==> src/rtl/shift_left_sequential.sv <==
// -----------------------------------------------------------------------------
// shift_left_sequential
//
// Multi-cycle logical left shifter with valid/ready handshakes on both sides.
// One bit of the shift amount is resolved per clock, least-significant bit
// first. Every operation therefore takes exactly S = $clog2(N) shift cycles,
// whatever the shift amount is. The result is held until the consumer takes it.
//
// Ports:
//   clk      rising-edge clock
//   rst_n    asynchronous active-low reset
//   i_valid  producer offers in/shamt
//   i_ready  unit is idle and can accept an operation
//   in       value to shift (N bits)
//   shamt    shift amount, 0..N-1 (S bits)
//   o_valid  result is present on out
//   o_ready  consumer accepts the result
//   out      in << shamt, zero-filled (meaningful only while o_valid = 1)
// -----------------------------------------------------------------------------
module shift_left_sequential #(
    parameter int N = 32
) (
    input  logic                   clk,
    input  logic                   rst_n,
    input  logic                   i_valid,
    output logic                   i_ready,
    input  logic [N-1:0]           in,
    input  logic [$clog2(N)-1:0]   shamt,
    output logic                   o_valid,
    input  logic                   o_ready,
    output logic [N-1:0]           out
);

    localparam int S = $clog2(N);
    localparam logic [S-1:0] LAST_STAGE = S'(S - 1);

    typedef enum logic [1:0] {
        IDLE  = 2'd0,
        SHIFT = 2'd1,
        DONE  = 2'd2
    } state_t;

    state_t         state;
    logic [N-1:0]   data;
    logic [S-1:0]   amt;
    logic [S-1:0]   stage;

    // Apply the shift of weight 2**st when bit st of the amount is set.
    // The loop walks the stages so that the amount bit is selected with a
    // constant index instead of a variable-width one.
    function automatic logic [N-1:0] shift_stage(
        input logic [N-1:0] d,
        input logic [S-1:0] a,
        input logic [S-1:0] st
    );
        logic [N-1:0] r;
        r = d;
        for (int k = 0; k < S; k++) begin
            if (st == S'(k) && a[k]) begin
                r = d << (1 << k);
            end
        end
        return r;
    endfunction

    // i_ready and o_valid are kept as registers that change together with
    // state, so neither has a combinational path from any input.
    always_ff @(posedge clk or negedge rst_n) begin
        if (!rst_n) begin
            state   <= IDLE;
            data    <= '0;
            amt     <= '0;
            stage   <= '0;
            i_ready <= 1'b1;
            o_valid <= 1'b0;
        end else begin
            case (state)
                IDLE: begin
                    if (i_valid) begin
                        data    <= in;
                        amt     <= shamt;
                        stage   <= '0;
                        state   <= SHIFT;
                        i_ready <= 1'b0;
                        o_valid <= 1'b0;
                    end
                end
                SHIFT: begin
                    data  <= shift_stage(data, amt, stage);
                    stage <= stage + S'(1);
                    if (stage == LAST_STAGE) begin
                        state   <= DONE;
                        o_valid <= 1'b1;
                    end
                end
                DONE: begin
                    // data is not touched here, so out stays stable while
                    // the consumer stalls.
                    if (o_ready) begin
                        state   <= IDLE;
                        i_ready <= 1'b1;
                        o_valid <= 1'b0;
                    end
                end
                default: begin
                    state   <= IDLE;
                    i_ready <= 1'b1;
                    o_valid <= 1'b0;
                end
            endcase
        end
    end

    assign out = data;

endmodule
==> config.mk <==
export PLATFORM = sky130hd
export DESIGN_NAME = shift_left_sequential
export DESIGN_NICKNAME = d
export VERILOG_FILES = /design/src/rtl/shift_left_sequential.sv
export SDC_FILE = /design/constraint.sdc
export NUM_CORES = 1
export LEC_CHECK = 0
export CAP_MARGIN = 5
export CORE_ASPECT_RATIO = 0.9
export CORE_UTILIZATION = 54
export CTS_CLUSTER_SIZE = 25
export DETAILED_ROUTE_END_ITERATION = 8
export PLACE_DENSITY = 0.88
export SYNTH_ARGS = -nofsm -noshare
export SYNTH_HDL_FRONTEND = slang
export SYNTH_SLANG_ARGS = --single-unit
==> constraint.sdc <==
create_clock -name clk -period 3.9 [get_ports clk]
set_input_delay 0.39 -clock clk [delete_from_list [all_inputs] [get_ports clk]]
set_output_delay 0.39 -clock clk [all_outputs]
set_load 0.02 [all_outputs]
==> results.md <==
* Initial Util at 0.578
* Vias in the first global route at between 3k and 4k
* Switch share at 0.498
* Simple-gate area share of the yosys netlist at 0.223
* Critical path cell sequence: nor3_2 > nand2_1 > a211oi_1 > o31a_1 > o21ai_1
* TritonCTS clock tree: built
* Worst path top cell family by delay: simple AND/OR/NAND/NOR gates
* Core region area at between 5000 and 6000 µm²
* Post-synthesis sequential area ratio at 0.368
* Area growth, synth to finish at 25.2%
* Crit end category: flop
* Max-Cap Viols at 0
* Pint at just over 0.002 W
* FF+latch count, synth at 46
* Async set-reset flop share out of synthesis at 1.00
* FF-to-FF Start: stage[3]$_DFFE_PN0P_
* Insertion delay to the later sink of the worst-skew pair at between 300 and 400 ps
* Clock root cell: clkbuf_8
* Max-slew violations at 0
* Setup TNS after final layout at 0 ps
* DP Wirelength at between 6000 and 7000 µm
* Synth Instances at around 380
* CTS Buf Count at 5
* Clock Power Share at 0.087
* Die Y at 74.2 µm
* Cell Pwr Density at 1030 nW/µm²
* Adder-cell share of the synthesized area at 0.0160
* Htree depth at 2
* Fmax at around 0.36 GHz
* Initial antenna violation count at 0
* Sequential power share at 0.280
* Number of enable flip-flop cells after synthesis at 0
* 1st-iter DRT viols at ~500
* R2R cell count at 5
* DRC at 0
* # rows at 25
* First-pass GRT wire length at ~15000 µm
* Post-synth design cell area at 3130 µm²
* Vias/cell at 6.76
* Max rail drop VDD at roughly 0.52 mV
* Synth warnings at 0
* Slew of the pin with the lowest slew margin at ~1100 ps
* Clk_skew at just under 10 ps
* Die W at 82.2 µm
* PnR Total Power at around 0.004 W
* Wirelength per Cell at around 19 µm
* Drt total wl at around 9400 µm
* Buffers on Ports at 74
* Nets at about 480
* Drt pass-1 iters at 5
* Status: completed
* Leading cell type in the layout, fill and taps excluded: clkdlybuf4s50_1
* Combinational Power Share at 0.634
* Routability Congestion at 0.846
* Overflow after GRT at 0
* Ratio of cells with drive above 1 in the final layout at 0.0648
* Unrepaired setup endpoints after global routing: no
* Final setup viols at 0
* Vias at around 3.4k
* Reg2reg setup slack at approximately 1100 ps
* Compound-cell area share of the yosys netlist at 0.305
* Antenna-violating nets left at 0
* P_leak at roughly 1.6 nW
* Worst Hold Class: primary input to asynchronous set/reset pin
* Slew Limit Headroom at 0.297
* Period utilisation layout at 0.716
* Fin. Hold Viols at 0
* Synth unique cells at 47
* Clock Pin Slew Worst Setup and Hold Paths at approximately 90 ps
* Gr usage total at 0.329
* Post-synth top flop: dfrtp_1
* Slowest cell on the critical path: nand2_1
* Final min period at between 2000 and 3000 ps
* Post-CTS Setup Bufs at 0
* WP data arrival at 3000 ps
* Switch Pwr at approximately 0.002 W
* CTS resizes at 0
* Sink Count at between 40 and 50
* Top-Level Pins at 75
* Worst path max stage delay at 800 ps
* Max FO, Critical Path at 28
* Largest family of logic cells by synthesized area: compound AO/OA/AOI/OAI gates
* Synth Area in XOR/XNOR at 0.00280
* Cts hold-fix bufs at 0
* Post-synthesis mux area share at 0.0276
* Syn_nets at 423
* Syn Area/Cell at 8.28 µm²
* WP buf/inv at 0
* Crit start category: flop
* # diodes at 0
* Reg2reg end: out[26]$_DFFE_PN0P_
* Setup CP Type: flop to flop
* Pin count of the biggest net entering global routing at 47
* Clock buffer depth at 2
* DIE AREA at approximately 6000 µm²
* Commonest cells after routing, fill and taps aside: 73 x clkdlybuf4s50_1, 64 x nand2_1, 45 x dfrtp_1
* Data required time at the worst endpoint at slightly above 4000 ps
==> layout make-up <==
class | instances | area, µm²
fillers | 425 | 1490
clock buffers | 8 | 110
flip-flops and latches | 46 | 1150
inverters | 2 | 7.51
multi-input cells | 298 | 1800
repair buffers | 78 | 766
well taps | 67 | 83.8
==> sequential cells by signal, indices dropped and copies added (netlist names) <==
name,cells
amt,5
i_ready,1
o_valid,1
out,32
stage,5
state,2
==> how the worst max path moves through the flow <==
stage	slack, ps	cells past startpoint	end	start
3_5_place_dp	1270	5	out[16]$_DFFE_PN0P_	stage[3]$_DFFE_PN0P_
4_1_cts	1250	5	out[26]$_DFFE_PN0P_	stage[3]$_DFFE_PN0P_
5_1_grt	940	5	out[26]$_DFFE_PN0P_	stage[3]$_DFFE_PN0P_
2_1_floorplan	1980	9	out[23]$_DFFE_PN0P_	stage[0]$_DFFE_PN0P_
6_report	1110	5	out[26]$_DFFE_PN0P_	stage[3]$_DFFE_PN0P_
3_3_place_gp	1350	5	out[16]$_DFFE_PN0P_	stage[3]$_DFFE_PN0P_
==> metal layers <==
metal | share of wire | track usage | up-vias
li1 | - | - | 1503
met1 | 0.40 | 0.444 | 1579
met2 | 0.45 | 0.505 | 259
met3 | 0.12 | 0.0773 | 32
met4 | 0.030 | 0.142 | 0
met5 | 0 | 0 | -
==> per-stage QoR <==
step | area (µm²) | instances | worst slack [ps] | hold slack [ps] | util
global route | 3920 | 499 | 936 | 340 | 0.724
finish | 3920 | 499 | 1110 | 262 | 0.724
detailed placement | 3810 | 491 | 1270 | 483 | 0.704
CTS | 3920 | 499 | 1250 | 290 | 0.724
global placement | 3810 | 491 | 1350 | 470 | 0.704
floorplan | 3130 | 378 | 1980 | 94.4 | -
==> power groups by stage <==
| stage | clock network, W | registers (W) | logic, W |
|---|---|---|---|
| 2_1_floorplan | 0 | 0.00118 | 0.00166 |
| 3_5_place_dp | 0 | 0.00110 | 0.00250 |
| 5_1_grt | 0.000364 | 0.00114 | 0.00278 |
| 4_1_cts | 0.000350 | 0.00110 | 0.00252 |
| 3_3_place_gp | 0 | 0.00109 | 0.00244 |
| 6_report | 0.000348 | 0.00112 | 0.00255 |
==> synth_stat cells (2+ instances only) <==
| cell | number | area, µm² |
|---|---|---|
| nand2_1 | 64 | 240 |
| a21o_1 | 2 | 15.0 |
| o21ai_1 | 20 | 100 |
| and2_1 | 2 | 12.5 |
| a31oi_1 | 4 | 25.0 |
| a2bb2oi_1 | 3 | 26.3 |
| buf_6 | 4 | 45.0 |
| inv_1 | 2 | 7.51 |
| nand2b_1 | 3 | 18.8 |
| a221oi_1 | 13 | 114 |
| mux2i_1 | 3 | 30.0 |
| a311o_1 | 4 | 40.0 |
| a211oi_1 | 13 | 97.6 |
| a21oi_1 | 15 | 75.1 |
| o22a_1 | 8 | 70.1 |
| ha_1 | 4 | 50.1 |
| buf_4 | 2 | 15.0 |
| a21oi_2 | 2 | 17.5 |
| o21ai_0 | 20 | 100 |
| o31a_1 | 13 | 114 |
| clkbuf_1 | 15 | 56.3 |
| a311oi_1 | 7 | 61.3 |
| a221o_1 | 3 | 30.0 |
| and3_1 | 13 | 81.3 |
| nand3_1 | 20 | 100 |
| buf_2 | 11 | 55.1 |
| dfrtp_1 | 45 | 1130 |
| mux2_2 | 5 | 56.3 |
| nor2_1 | 38 | 143 |
| a211o_1 | 3 | 26.3 |
==> cell families after synthesis <==
logic type / after synthesis
and+or+nand+nor: 150
AOI/OAI and AO/OA: 135
DFF: 46
buffers and inverters: 34
muxes: 8
adders and majority gates: 4
xor gates and xnor gates: 1
Note: power is estimated with default switching activity, not from simulation.
